$ cat config.mk
export PLATFORM = sky130hd
export DESIGN_NAME = culsans_exit_unit_flat
export DESIGN_NICKNAME = d
export VERILOG_FILES = /design/src/rtl/culsans_exit_unit_if.sv /design/src/rtl/culsans_exit_unit.sv /design/src/flat_wrapper.sv
export SDC_FILE = /design/constraint.sdc
export NUM_CORES = 1
export LEC_CHECK = 0
export CAP_MARGIN = 20
export CORE_MARGIN = 2
export CORE_UTILIZATION = 52
export CTS_CLUSTER_DIAMETER = 60
export CTS_CLUSTER_SIZE = 14
export DETAILED_ROUTE_END_ITERATION = 8
export GPL_ROUTABILITY_DRIVEN = 0
export PLACE_DENSITY = 0.85
export SLEW_MARGIN = 0
export SYNTH_ARGS = -nofsm -noshare
export SYNTH_HDL_FRONTEND = slang
export SYNTH_SLANG_ARGS = --single-unit
$ cat constraint.sdc
create_clock -name clk_i -period 3.32 [get_ports clk_i]
set_input_delay 0.664 -clock clk_i [delete_from_list [all_inputs] [get_ports clk_i]]
set_output_delay 0.664 -clock clk_i [all_outputs]
set_load 0.05 [all_outputs]
$ cat src/rtl/culsans_exit_unit_if.sv
// Request/response bus of the exit unit: req/gnt handshake with a one-cycle registered response.
interface culsans_exit_unit_if #(
    parameter int unsigned AddrWidth = 64
);
    logic                 req_i;
    logic                 we_i;
    logic [AddrWidth-1:0] addr_i;
    logic [63:0]          wdata_i;
    logic [7:0]           be_i;
    logic                 gnt_o;
    logic                 rvalid_o;
    logic [63:0]          rdata_o;
    logic                 err_o;

    modport slave (
        input  req_i, we_i, addr_i, wdata_i, be_i,
        output gnt_o, rvalid_o, rdata_o, err_o
    );

    modport master (
        output req_i, we_i, addr_i, wdata_i, be_i,
        input  gnt_o, rvalid_o, rdata_o, err_o
    );
endinterface

$ cat src/rtl/culsans_exit_unit.sv
// HTIF-style exit unit: tohost/fromhost registers, sticky exit code, optional watchdog.
module culsans_exit_unit #(
    parameter int unsigned AddrWidth     = 64,
    parameter int unsigned TimeoutCycles = 0,
    parameter logic [31:0] TimeoutCode   = 32'h0000_DEAD
) (
    input  logic               clk_i,
    input  logic               rst_ni,
    culsans_exit_unit_if.slave bus,
    output logic [31:0]        exit_o
);
    localparam bit          WdEn   = (TimeoutCycles != 0);
    localparam logic [31:0] WdLast = WdEn ? 32'(TimeoutCycles - 1) : 32'h0;

    typedef enum logic {RUN, EXITED} state_e;

    state_e      state_q;
    logic [63:0] tohost_q, fromhost_q;
    logic [31:0] cnt_q;
    logic [63:0] cur, bmask, merged;
    logic        sel_to, sel_from, addr_ok, exit_wr, wd_fire;
    logic        unused_addr;

    // Upper address bits are decoded outside this block.
    assign unused_addr = ^bus.addr_i[AddrWidth-1:4];

    assign bus.gnt_o = bus.req_i;
    assign sel_to    = (bus.addr_i[3:0] == 4'h0);
    assign sel_from  = (bus.addr_i[3:0] == 4'h8);
    assign addr_ok   = sel_to | sel_from;
    assign cur       = sel_to ? tohost_q : fromhost_q;

    always_comb begin
        bmask = '0;
        for (int b = 0; b < 8; b++) bmask[b*8 +: 8] = {8{bus.be_i[b]}};
    end

    assign merged  = (cur & ~bmask) | (bus.wdata_i & bmask);
    assign exit_wr = bus.req_i & bus.we_i & sel_to & merged[0];
    assign wd_fire = WdEn && (cnt_q == WdLast);

    always_ff @(posedge clk_i or negedge rst_ni) begin
        if (!rst_ni) begin
            state_q      <= RUN;
            tohost_q     <= '0;
            fromhost_q   <= '0;
            cnt_q        <= '0;
            exit_o       <= '0;
            bus.rvalid_o <= 1'b0;
            bus.rdata_o  <= '0;
            bus.err_o    <= 1'b0;
        end else begin
            bus.rvalid_o <= bus.req_i;
            bus.rdata_o  <= '0;
            bus.err_o    <= 1'b0;
            if (bus.req_i) begin
                bus.err_o <= ~addr_ok;
                // Reads see the pre-write value; writes answer with zero data.
                if (!bus.we_i && addr_ok) bus.rdata_o <= cur;
                if (bus.we_i && sel_to)   tohost_q    <= merged;
                if (bus.we_i && sel_from) fromhost_q  <= merged;
            end
            case (state_q)
                RUN: begin
                    cnt_q <= cnt_q + 32'd1;
                    // A software exit in the same cycle as expiry takes priority.
                    if (exit_wr) begin
                        exit_o  <= merged[31:0];
                        state_q <= EXITED;
                    end else if (wd_fire) begin
                        exit_o  <= {TimeoutCode[30:0], 1'b1};
                        state_q <= EXITED;
                    end
                end
                default: ;
            endcase
        end
    end
endmodule
$ cat src/flat_wrapper.sv
// flat-port wrapper written by rule: the top's interface ports become plain ports
module culsans_exit_unit_flat 
#(
    parameter int unsigned AddrWidth     = 64,
    parameter int unsigned TimeoutCycles = 0,
    parameter logic [31:0] TimeoutCode   = 32'h0000_DEAD
)
  (clk_i, rst_ni, exit_o, bus_req_i, bus_we_i, bus_addr_i, bus_wdata_i, bus_be_i, bus_gnt_o, bus_rvalid_o, bus_rdata_o, bus_err_o);
  culsans_exit_unit_if #(.AddrWidth(AddrWidth)) bus_i ();
  input  logic clk_i;
  input  logic rst_ni;
  output logic [31:0] exit_o;
  input wire logic [$bits(bus_i.req_i)-1:0] bus_req_i;
  input wire logic [$bits(bus_i.we_i)-1:0] bus_we_i;
  input wire logic [$bits(bus_i.addr_i)-1:0] bus_addr_i;
  input wire logic [$bits(bus_i.wdata_i)-1:0] bus_wdata_i;
  input wire logic [$bits(bus_i.be_i)-1:0] bus_be_i;
  output wire logic [$bits(bus_i.gnt_o)-1:0] bus_gnt_o;
  output wire logic [$bits(bus_i.rvalid_o)-1:0] bus_rvalid_o;
  output wire logic [$bits(bus_i.rdata_o)-1:0] bus_rdata_o;
  output wire logic [$bits(bus_i.err_o)-1:0] bus_err_o;
  assign bus_i.req_i = bus_req_i;
  assign bus_i.we_i = bus_we_i;
  assign bus_i.addr_i = bus_addr_i;
  assign bus_i.wdata_i = bus_wdata_i;
  assign bus_i.be_i = bus_be_i;
  assign bus_gnt_o = bus_i.gnt_o;
  assign bus_rvalid_o = bus_i.rvalid_o;
  assign bus_rdata_o = bus_i.rdata_o;
  assign bus_err_o = bus_i.err_o;
  culsans_exit_unit #(.AddrWidth(AddrWidth), .TimeoutCycles(TimeoutCycles), .TimeoutCode(TimeoutCode)) u_core (.clk_i(clk_i), .rst_ni(rst_ni), .bus(bus_i), .exit_o(exit_o));
endmodule
==> qor.txt <==
Slowest-stage cell, CP: or4_2
Row count: 48
Finished Cell Area: 11,700 um2
Net count after synthesis: 872
Area delta synth->final: 30.2%
Crit Path Category: input port to flip-flop
RSZ-0062 raised after global routing: no
Post-CTS Resized: 0
Deepest clock path buffer count: 3
Met1 usage: 29.2%
CP peak stage delay: 0.74 ns
CP endpoint kind: flip-flop
Largest net degree at the start of global routing: 77
# fillers: 1,222
CP most frequent cell: or4_2
Clock transition at the registers of the reported paths: 0.06 ns
Internal power: 4.56 mW
Diodes inserted: 0
DR vias: 6,332
Dpl cell area: 11,200 um2
Post-synthesis sequential area ratio: 63.1%
Highest Clock Rate: 0.323 GHz
Arr. time, crit path: 3.45 ns
Cts hold-fix bufs: 0
Initial Utilization: 52.6%
Final net count: 1,058
Clock network fraction of total power: 34.4%
DIE HEIGHT: 136 um
GR Util met3: 6.02%
Skew-Pair Late Insertion Delay: 0.49 ns
Wirelength per Cell: 18.1 um
Post-Place Cells: 1,121
H-Tree Depth: 1
DRC: 0
ANT nets after route: 0
PwrDens: 512 nW/um2
Maxcap violations: 0
I/O Buffers: 178
Final Max Slew Viols: 0
Final period utilization: 93.2%
Number of distinct library cells after synthesis: 28
Total gr overflow: 0
Actual slew at the worst max-slew pin: 0.841 ns
Min Clock Period, post-route: 3.09 ns
Die ar.: 18,400 um2
Ys Warns: 0
Sw frac: 24.0%
First-pass GRT wire length: 33,600 um
Setup-failing EPs final: 0
Worst-path cell chain: clkdlybuf4s50_1 > or4_2 > mux2_4 > or4_2 > buf_12 > mux2_1
Vias in the first global route: 6,750
Fin. Hold Viols: 0
Worst EP required: 3.68 ns
Finished Layout Cells: 1,143
CTS tree: done
I/O pin count: 239
Setup WS pre-CTS: -0.268 ns
R2r worst-path depth: 5
Post-Route WL: 20,700 um
Drt first-iter violations: 358
Dpl hpwl: 13,200 um
CP Launch Type: input port
Met2 Resource Use GR: 39.7%
Slew Limit Headroom: 43.9%
CP max FO: 31
DR pass1 iterations: 4
Clock Skews: 0.0142 ns
Leak pwr: 5.34 nW
Sequential share of power: 53.5%
Vias per cell: 5.54
Peak supply drop: 0.354 mV
Share of cells above drive strength 1: 19.2%
CORE AREA: 17,100 um2
Busiest layer in global routing: met2
Antenna violations before repair: 0
CTS Buf Count: 20
Root buf cell: clkbuf_16
Syn_area_per_cell: 12.3 um2
Multi-input logic area: 3130 um2
Post-Synthesis Cells: 732
Psw: 1.44 mW
Post-CTS setup buffers: 0
Hold Path Class: input port to async pin
Register Area: 5680 um2
Setup WS post-layout: 0.226 ns
Post-synth EDFFs: 0
Main synth FF type: dfrtp_1
Gr usage total: 23.1%
Cell area after synthesis: 9000 um2
#FFs+latches synth: 227
CTS sink cnt: 227
Combinational group share of total power: 12.1%
Status: complete, no violations
Die outline width: 136 um
Asr flop ratio synth: 100%
-- per-layer routing --
layer | routed length, um | vias up | part of all wire [%]
li1 | - | 2900 | -
met1 | 8610 | 3210 | 42
met2 | 10300 | 206 | 50
met3 | 1620 | 16 | 7.8
met4 | 219 | 0 | 1.1
met5 | 0 | - | 0
-- cells by family (layout without fill, tap and decap cells) --
kind of cell,after synthesis,after routing,share of synthesized area [%]
multiplexers,150,150,18.8
buffers and inverters,47,233,2.28
AO/OA/AOI/OAI,112,112,6.99
AND/OR/NAND/NOR,196,196,8.81
flip-flops,227,227,63.1
-- critical path, delay by kind of cell --
kind / cells / cell delay (ns)
buffers and inverters: 2 / 0.65
AND/OR/NAND/NOR: 2 / 1.45
multiplexers: 2 / 0.68
-- state kept, by name, indices dropped and copies added, names as in the netlist --
| register | cells |
|---|---|
| u_core.bus.err_o | 1 |
| u_core.bus.rdata_o | 64 |
| u_core.bus.rvalid_o | 1 |
| u_core.exit_o | 32 |
| u_core.fromhost_q | 64 |
| u_core.state_q | 1 |
| u_core.tohost_q | 64 |
-- area by class of cell --
class / instances / area share [%]
well taps: 225 / 2.40
clock buffers: 21 / 4.48
repair buffers: 205 / 17.6
flip-flops and latches: 227 / 48.5
clock inverters: 1 / 0.139
inverters: 6 / 0.192
multi-input cells: 458 / 26.7
-- cell usage in the layout, fill, tap and decap left out, types with 8 or more instances in the layout --
master	n
a21oi_1	66
a31oi_1	33
buf_4	21
clkbuf_16	21
clkdlybuf4s50_1	177
dfrtp_1	227
mux2_1	28
mux2_2	120
nand2_1	138
nand4_1	8
nor2_1	39
-- per-stage QoR --
step	hold slack (ns)	util [%]	setup TNS [ns]	power [mW]
after global placement	0.441	65.3	-6.42	3.93
after floorplan	0.368	-	0	3.67
after detailed placement	0.453	65.3	-7.44	3.99
after CTS	0.156	68.5	0	6.05
final	0.128	68.5	0	6.00
after global routing	0.168	68.5	0	6.28
-- cells in the mapped netlist, types with 6 or more instances --
library cell / number / area share [%]
nor2_1: 39 / 1.6
inv_1: 6 / 0.25
a31oi_1: 33 / 2.3
mux2_1: 28 / 3.5
mux2_2: 120 / 15
nand2_1: 138 / 5.8
clkbuf_1: 28 / 1.2
buf_1: 7 / 0.29
a21oi_1: 66 / 3.7
nand4_1: 8 / 0.56
dfrtp_1: 227 / 63
-- path summary, 6_finish.rpt --
check                                    from               endpoint  slack (ns)
max                             bus_addr_i[2]      u_core.exit_o[26]        0.23
min                                    rst_ni  u_core.fromhost_q[57]        0.13
max reg2reg                u_core.tohost_q[0]      u_core.exit_o[26]        1.21
min reg2reg                    u_core.state_q         u_core.state_q        0.47
max in group asynchronous              rst_ni   u_core.fromhost_q[6]        2.28
min in group clk_i             u_core.state_q         u_core.state_q        0.47
-- power groups by stage --
stage	clock [mW]	combinational (mW)	sequential (mW)
global route	2.22	0.811	3.24
detailed placement	0	0.731	3.26
global placement	0	0.698	3.24
floorplan	0	0.422	3.25
finish	2.06	0.727	3.21
CTS	2.10	0.738	3.21
(Power assumes the default switching activity.)
